==> src/rtl/resp_packetizer_if.sv <==
// Upstream request / downstream byte-stream bundle for resp_packetizer.
// slave: packetizer side. master: the side driving requests and consuming bytes.
interface resp_packetizer_if #(
  parameter int unsigned MAX_BYTES_P = 8
);
  logic [7:0]               opcode_i;
  logic [8*MAX_BYTES_P-1:0] data_i;
  logic [3:0]               nbytes_i;
  logic                     valid_i;
  logic                     ready_o;
  logic [7:0]               data_o;
  logic                     valid_o;
  logic                     ready_i;
  logic                     done_o;

  modport slave (
    input  opcode_i, data_i, nbytes_i, valid_i, ready_i,
    output ready_o, data_o, valid_o, done_o
  );

  modport master (
    output opcode_i, data_i, nbytes_i, valid_i, ready_i,
    input  ready_o, data_o, valid_o, done_o
  );
endinterface

==> src/rtl/resp_packetizer.sv <==
// Serializes one result (opcode + up to MAX_BYTES_P payload bytes) into a
// framed response: opcode, reserved, len LSB, len MSB, payload (LSB first).
// len counts header and payload bytes.
module resp_packetizer #(
  parameter int unsigned MAX_BYTES_P = 8,
  parameter logic [7:0]  RSV_BYTE_P  = 8'h00
) (
  input logic clk,
  input logic rst,
  resp_packetizer_if.slave bus
);

  localparam int unsigned DW = 8 * MAX_BYTES_P;

  // state names the byte currently presented on data_o
  typedef enum logic [2:0] {IDLE, OP, RSV, LEN_LSB, LEN_MSB, PAYLOAD} state_t;

  state_t          state, state_d;
  logic [7:0]      data_q, data_d;
  logic            valid_q, valid_d;
  logic            done_q, done_d;
  logic [3:0]      cnt_q, cnt_d;
  logic [DW-1:0]   shreg_q, shreg_d;

  logic            ready;
  logic            hs;
  logic [3:0]      cnt_clamped;
  logic [15:0]     len;

  assign ready       = (state == IDLE) && !rst;
  assign hs          = valid_q && bus.ready_i;
  assign cnt_clamped = ({28'd0, bus.nbytes_i} > MAX_BYTES_P) ? 4'(MAX_BYTES_P) : bus.nbytes_i;
  assign len         = 16'(cnt_q) + 16'd4;

  assign bus.ready_o = ready;
  assign bus.data_o  = data_q;
  assign bus.valid_o = valid_q;
  assign bus.done_o  = done_q;

  // State and output registers; reset abandons any packet in flight
  always_ff @(posedge clk) begin
    if (rst) begin
      state   <= IDLE;
      data_q  <= '0;
      valid_q <= 1'b0;
      done_q  <= 1'b0;
      cnt_q   <= '0;
      shreg_q <= '0;
    end else begin
      state   <= state_d;
      data_q  <= data_d;
      valid_q <= valid_d;
      done_q  <= done_d;
      cnt_q   <= cnt_d;
      shreg_q <= shreg_d;
    end
  end

  // Next state and next registered output byte.
  // data_o is registered, so each handshake loads the byte of the state
  // being entered; in PAYLOAD cnt_q counts bytes left including the one shown.
  always_comb begin
    state_d = state;
    data_d  = data_q;
    valid_d = valid_q;
    done_d  = 1'b0;
    cnt_d   = cnt_q;
    shreg_d = shreg_q;
    unique case (state)
      IDLE: begin
        if (bus.valid_i && ready) begin
          state_d = OP;
          data_d  = bus.opcode_i;
          valid_d = 1'b1;
          cnt_d   = cnt_clamped;
          shreg_d = bus.data_i;
        end
      end
      OP: begin
        if (hs) begin
          state_d = RSV;
          data_d  = RSV_BYTE_P;
        end
      end
      RSV: begin
        if (hs) begin
          state_d = LEN_LSB;
          data_d  = len[7:0];
        end
      end
      LEN_LSB: begin
        if (hs) begin
          state_d = LEN_MSB;
          data_d  = len[15:8];
        end
      end
      LEN_MSB: begin
        if (hs) begin
          if (cnt_q == '0) begin
            state_d = IDLE;
            valid_d = 1'b0;
            done_d  = 1'b1;
          end else begin
            state_d = PAYLOAD;
            data_d  = shreg_q[7:0];
            shreg_d = shreg_q >> 8;
          end
        end
      end
      PAYLOAD: begin
        if (hs) begin
          if (cnt_q == 4'd1) begin
            state_d = IDLE;
            valid_d = 1'b0;
            done_d  = 1'b1;
            cnt_d   = '0;
          end else begin
            data_d  = shreg_q[7:0];
            shreg_d = shreg_q >> 8;
            cnt_d   = cnt_q - 4'd1;
          end
        end
      end
      default: begin
        state_d = IDLE;
        valid_d = 1'b0;
      end
    endcase
  end

endmodule

==> src/flat_wrapper.sv <==
// flat-port wrapper written by rule: the top's interface ports become plain ports
module resp_packetizer_flat 
#(
  parameter int unsigned MAX_BYTES_P = 8,
  parameter logic [7:0]  RSV_BYTE_P  = 8'h00
)
  (clk, rst, bus_opcode_i, bus_data_i, bus_nbytes_i, bus_valid_i, bus_ready_i, bus_ready_o, bus_data_o, bus_valid_o, bus_done_o);
  resp_packetizer_if #(.MAX_BYTES_P(MAX_BYTES_P)) bus_i ();
  input logic clk;
  input logic rst;
  input wire logic [$bits(bus_i.opcode_i)-1:0] bus_opcode_i;
  input wire logic [$bits(bus_i.data_i)-1:0] bus_data_i;
  input wire logic [$bits(bus_i.nbytes_i)-1:0] bus_nbytes_i;
  input wire logic [$bits(bus_i.valid_i)-1:0] bus_valid_i;
  input wire logic [$bits(bus_i.ready_i)-1:0] bus_ready_i;
  output wire logic [$bits(bus_i.ready_o)-1:0] bus_ready_o;
  output wire logic [$bits(bus_i.data_o)-1:0] bus_data_o;
  output wire logic [$bits(bus_i.valid_o)-1:0] bus_valid_o;
  output wire logic [$bits(bus_i.done_o)-1:0] bus_done_o;
  assign bus_i.opcode_i = bus_opcode_i;
  assign bus_i.data_i = bus_data_i;
  assign bus_i.nbytes_i = bus_nbytes_i;
  assign bus_i.valid_i = bus_valid_i;
  assign bus_i.ready_i = bus_ready_i;
  assign bus_ready_o = bus_i.ready_o;
  assign bus_data_o = bus_i.data_o;
  assign bus_valid_o = bus_i.valid_o;
  assign bus_done_o = bus_i.done_o;
  resp_packetizer #(.MAX_BYTES_P(MAX_BYTES_P), .RSV_BYTE_P(RSV_BYTE_P)) u_core (.clk(clk), .rst(rst), .bus(bus_i));
endmodule
==> config.mk <==
export PLATFORM = sky130hd
export DESIGN_NAME = resp_packetizer_flat
export DESIGN_NICKNAME = d
export VERILOG_FILES = /design/src/rtl/resp_packetizer_if.sv /design/src/rtl/resp_packetizer.sv /design/src/flat_wrapper.sv
export SDC_FILE = /design/constraint.sdc
export NUM_CORES = 1
export LEC_CHECK = 0
export CAP_MARGIN = 20
export CORE_AREA = 2 2 94 114
export CTS_BUF_LIST = sky130_fd_sc_hd__clkbuf_4 sky130_fd_sc_hd__clkbuf_8
export CTS_CLUSTER_DIAMETER = 60
export DETAILED_ROUTE_END_ITERATION = 16
export DIE_AREA = 0 0 96 116
export DONT_BUFFER_PORTS = 1
export SYNTH_ARGS = -nofsm -noshare
export SYNTH_HDL_FRONTEND = slang
export SYNTH_SLANG_ARGS = --single-unit
==> constraint.sdc <==
create_clock -name clk -period 4.25 [get_ports clk]
set_input_delay 0.85 -clock clk [delete_from_list [all_inputs] [get_ports clk]]
set_output_delay 0.85 -clock clk [all_outputs]
set_load 0.005 [all_outputs]
==> impl_results.md, run 1 <==
- Die W: 96 um
- Grt ovf: 0
- Mapped Area: a little under 4000 um2
- Core Area: approximately 10000 um2
- CTS tree: built
- VDD IR max: 176 uV
- Post-layout nets: 470
- Num rows: 40
- Fin. max-slew vios: 0
- Critical Path End: u_core.shreg_q[17]
- Clock Skew: roughly 12 ps
- Skew-Pair Late Insertion Delay: 360 ps
- Outcome: complete, no violations
- Post-synthesis adder-cell area fraction: around 1.3%
- I/O pin cnt: 91
- Crit path required time: approximately 4400 ps
- Die Ht: between 100 and 150 um
- Synth Area in Compound Gates: around 29%
- Pwr Total: a little under 2000 uW
- Reg2Reg Depth: 4
- Critical path class: reg2reg
- Drt total wl: 9730 um
- ANT cells: 0
- Crit path launch: u_core.state[2]
- Vias per cell: just under 6
- CP arrival: approximately 3100 ps
- Pre-CTS WS: between 1000 and 1500 ps
- Post-synthesis instance total: between 400 and 500
- Hold Slack: roughly 480 ps
- Post-synth EDFFs: 0
- Fmax: 0.340 GHz
- DRT iter0 DRCs: 257
- Gpl congestion: slightly above 0.8
- Buffers on Ports: 0
- Finished Layout Cells: 517
- Worst-path cell chain: clkinv_1 > a32oi_4 > and2_2 > a211oi_1
- Worst flop-to-flop path startpoint: u_core.state[2]
- Multi-input gate area: about 2100 um2
- Asr flop ratio synth: 0%
- CP top delay family: simple AND/OR/NAND/NOR gates
- Synth Net Count: between 500 and 600
- HPWL Detailed: approximately 6000 um
- CP endpoint kind: register
- R2R Setup Slk: 1310 ps
- Crit-path slowest cell: and2_2
- Hold Path Class: reg2reg
- Period utilization: 69.2%
- DRT Pass-1 Iters: 4
- Worst Tran Pin Value: around 1100 ps
- Drt drc: 0
- WP buf/inv: 1
- Synth Area in XOR/XNOR: 0.445%
- Max FO, Critical Path: between 50 and 60
- Per-cell routed wire length: roughly 19 um
- Syn. warnings: 0
- Commonest cells post-synth: dfxtp_1, a21oi_1, a211oi_1
- Syn Area/Cell: 9.44 um2
- Die area: around 11000 um2
- Max-cap violations: 0
- FF-to-FF End: u_core.shreg_q[17]
- Yosys top cell area share: 41.2%
- Worst relative slew slack: about a quarter
- CTS max path bufs: 2
- Clk root buf: clkbuf_8
- Final setup viols: 0
- Layout fillers: 988
- Post-synthesis sequential area ratio: roughly two fifths
- Cts hold-fix bufs: 0
- Yosys cell types: 47
- Setup TNS: 0 ps
- Largest net degree at the start of global routing: about 80
- ANT nets after route: 0
- Initial antenna violation count: 0
- Largest family of logic cells by synthesized area: compound AO/OA/AOI/OAI gates
- Share of cells above drive strength 1: under 10%
- LEAKAGE: roughly 0.0018 uW
- Post-synth top flop: dfxtp_1
- Register area: approximately 1600 um2
- Mux contribution to synthesized area: between 10% and 20%
- TritonCTS Buffers: 9
- Tot GR Track Use: between 10% and 20%
- Initial Util: about two fifths
- Final worst setup slack: 1310 ps
- Top cells by area, synth: dfxtp_1, mux2i_1, a211oi_1
- CP peak stage delay: 920 ps
- Power Density: around 480 nW/um2
- Final min period: 2940 ps
- Largest area contributor in the netlist: dfxtp_1
- Reg clk slew, reported paths: around 90 ps
- Final Hold Violating Endpoints: 0
- Simple-Gate Fraction of Synth Area: 5.53%
- Critical Path Source Type: register
- Htree depth: 3
- Yosys reg bits: 81
- Post-CTS setup buffer count: 0
- Sink Count: slightly above 80
- Most common cell in the netlist: dfxtp_1
- RSZ-0062 raised after global routing: no
- Layout area overhead: 4.83%
- Placed Cells: about 500
- Cts repair resizes: 0
- Routed via count: a little over 3000
- Global-route wire length before repair: 15200 um
- CP Depth: 4
- Vias in the first global route: approximately 2900
## cell type report
type,instances,area share (%)
multi-input combinational,279,51.0
sequential,81,39.3
tap,126,3.82
clock buffer,10,3.34
inverter,13,1.18
clock inverter,6,1.00
timing repair buffer,2,0.364
## worst reg2reg max path, stage by stage (launching register included)
cell,delay (ps)
dfxtp_1,820
clkinv_1,510
a32oi_4,290
and2_2,920
a211oi_1,230
## cells by family after synthesis
kind of cell / Yosys count
compound gates: 171
buf+inv: 57
simple gates: 40
mux: 62
flops: 81
fa+ha+maj: 4
xor+xnor: 2
## flip-flops by register name (all words and copies together), names as in the netlist
signal and flops:
u_core.bus.valid_o 1, u_core.cnt_q 4, u_core.state 3, u_core.bus.done_o 1
u_core.bus.data_o 8, u_core.shreg_q 64
## power breakdown
group / internal [uW] / switching, uW
clock: 231 / 299
sequential: 906 / 96.0
combinational: 194 / 253
total: 1330 / 647
## how the worst min path moves through the flow
| stage | from | to | slack (ps) | depth (start not counted) |
|---|---|---|---|---|
| 6_report | u_core.shreg_q[59] | u_core.shreg_q[59] | 480 | 1 |
| 5_1_grt | u_core.bus.data_o[4] | u_core.bus.data_o[4] | 490 | 2 |
| 4_1_cts | u_core.shreg_q[63] | u_core.shreg_q[63] | 480 | 1 |
| 3_5_place_dp | u_core.shreg_q[60] | u_core.shreg_q[60] | 460 | 1 |
| 3_3_place_gp | u_core.shreg_q[62] | u_core.shreg_q[62] | 460 | 1 |
| 2_1_floorplan | u_core.shreg_q[56] | u_core.shreg_q[56] | 440 | 1 |
## layout by cell type, fill, tap and decap left out, types with 4 or more instances in the layout
cell type,count
dfxtp_1,81
a21oi_1,68
a211oi_1,60
mux2i_1,56
inv_1,12
nor2_1,12
clkbuf_8,10
a22o_1,8
mux2_2,6
a311oi_1,5
a22oi_1,4
o21ai_0,4
a221oi_1,4
ha_1,4
## routing by layer
metal  vias up  share of wire (%)  GRT usage, %
met5         -                  0             0
met4         0                1.9          7.43
met3        13                6.2          4.94
met2        72                 47          26.9
met1      1440                 45          23.1
li1       1524                  -             -
## stage by stage
step | cell area [um2] | util [%]
floorplan | 3940 | -
global placement | 3950 | 39.6
detailed placement | 3950 | 39.6
CTS | 4130 | 41.4
global route | 4130 | 41.4
finish | 4130 | 41.4
Power figures use the tool's default switching activity.
==> inputs of run 2 (changes only) <==
==> constraint.sdc (replaced) <==
create_clock -name clk -period 2.8 [get_ports clk]
set_input_delay 0.56 -clock clk [delete_from_list [all_inputs] [get_ports clk]]
set_output_delay 0.56 -clock clk [all_outputs]
set_load 0.005 [all_outputs]
==> run 2 against run 1 <==
Design area grew 2.3%. Register-to-register slack lost 790 ps. Count of clock-buffer cells in the layout is the same. Wire length hardly changed. Highest routed layer unchanged. Clock power grew 44%. Hold slack worse by 210 ps. Sequential share of layout area shrank 0.90 points.
==> impl_results.md, run 2 (same netlist as run 1, synthesis figures left out) <==
- Outcome: complete, no violations
- WP buf/inv: 2
- Reg clk slew, reported paths: approximately 80 ps
- CP endpoint kind: register
- Clk root buf: clkbuf_8
- Initial antenna violation count: 0
- Layout fillers: ~980
- Grt ovf: 0
- Crit-path slowest cell: dfxtp_1
- Critical Path Source Type: register
- Setup TNS: 0 ps
- Largest net degree at the start of global routing: 79
- Routed via count: 3089
- Skew-Pair Late Insertion Delay: roughly 360 ps
- VDD IR max: between 200 and 300 uV
- Global-route wire length before repair: between 15000 and 20000 um
- Worst-path cell chain: clkinv_1 > a32oi_4 > buf_4 > a21oi_1 > a22o_1
- Worst Tran Pin Value: around 600 ps
- Fin. max-slew vios: 0
- Tot GR Track Use: 17.9%
- Gpl congestion: 0.761
- Critical path class: reg2reg
- Clock Skew: 11.0 ps
- Core Area: about 10000 um2
- CTS max path bufs: 2
- CP top delay family: compound AO/OA/AOI/OAI gates
- Final setup viols: 0
- RSZ-0062 raised after global routing: no
- Cts repair resizes: 0
- Initial Util: about two fifths
- Final min period: around 2300 ps
- Layout area overhead: 7.28%
- Max-cap violations: 0
- TritonCTS Buffers: 9
- Period utilization: between 80% and 90%
- Cts hold-fix bufs: 0
- HPWL Detailed: about 6600 um
- Commonest non-fill, non-tap cells in the layout: dfxtp_1, a21oi_1, a211oi_1
- Pwr Total: about 3000 uW
- Fmax: around 0.44 GHz
- Max FO, Critical Path: 23
- Sink Count: slightly above 80
- I/O pin cnt: roughly 90
- Area of placed instances: around 4000 um2
- Largest Register: u_core.shreg_q
- CP Depth: 5
- ANT nets after route: 0
- Reg2Reg Depth: 5
- Drt drc: 0
- Final Hold Violating Endpoints: 0
- Vias in the first global route: 3052
- Per-cell routed wire length: ~19 um
- Largest register FFs: 64
- Power Density: slightly above 700 nW/um2
- Hold depth: 1
- Buffers on Ports: 0
- Drt total wl: 9730 um
- Die Ht: roughly 120 um
- LEAKAGE: between 0.0015 and 0.002 uW
- Post-layout nets: about 480
- Htree depth: 3
- Share of cells above drive strength 1: 10.0%
- CP arrival: around 2500 ps
- Die W: approximately 96 um
- Vias per cell: 5.88
- Hold Path Class: in2reg
- DRT Pass-1 Iters: 4
- Die area: about 11000 um2
- Crit path required time: 3050 ps
- CP peak stage delay: ~670 ps
- Post-CTS setup buffer count: 0
- Worst relative slew slack: roughly three fifths
- Post-route cell area: about 4200 um2
- Num rows: 40
- DRT iter0 DRCs: 208
- ANT cells: 0
- Most common cell after layout, fill and taps aside: dfxtp_1
- CTS tree: built
## run 2: changes by cell type in the layout (fill, tap and decap cells not counted), sizes merged
cell / delta
clkinv: -2
inv: -2
clkinvlp: +3
buf: +9
## run 2: worst paths after layout
kind,startpoint,endpoint,slack [ps]
max,u_core.state[2],u_core.shreg_q[59],520
min,rst,u_core.state[1],270
max reg2reg,u_core.state[2],u_core.shreg_q[59],520
min reg2reg,u_core.shreg_q[62],u_core.shreg_q[62],480
## run 2: metrics by stage
step | worst slack [ps] | hold WS [ps] | std cells | utilization [%]
6_report | 520 | 273 | 525 | 42.4
5_1_grt | 357 | 263 | 525 | 42.4
4_1_cts | 543 | 247 | 525 | 42.4
3_5_place_dp | 541 | 461 | 510 | 40.7
2_1_floorplan | 845 | 442 | 417 | -
3_3_place_gp | 608 | 457 | 510 | 40.7
## run 2: cell type report
type | count | area [um2] | share of cell area [%]
Sequential cell | 81 | 1620 | 38.4
Tap cell | 126 | 158 | 3.73
Clock buffer | 10 | 138 | 3.26
Timing Repair Buffer | 11 | 120 | 2.85
Inverter | 13 | 48.8 | 1.16
Clock inverter | 5 | 32.5 | 0.771
Multi-Input combinational cell | 279 | 2100 | 49.8
## run 2: where the power goes
group / internal [uW] / total, uW / switching (uW)
sequential: 1370 / 1520 / 142
combinational: 333 / 728 / 395
clock: 338 / 764 / 426
total: 2050 / 3010 / 962
## run 2: layer usage
metal / vias up / part of all wire, % / global-route usage, % / wire, um
met3: 15 / 6.6 / 5.14 / 637
met2: 84 / 49 / 28.5 / 4750
met5: - / 0 / 0 / 0
met1: 1442 / 43 / 22.7 / 4160
li1: 1548 / - / - / -
met4: 0 / 1.9 / 7.14 / 180
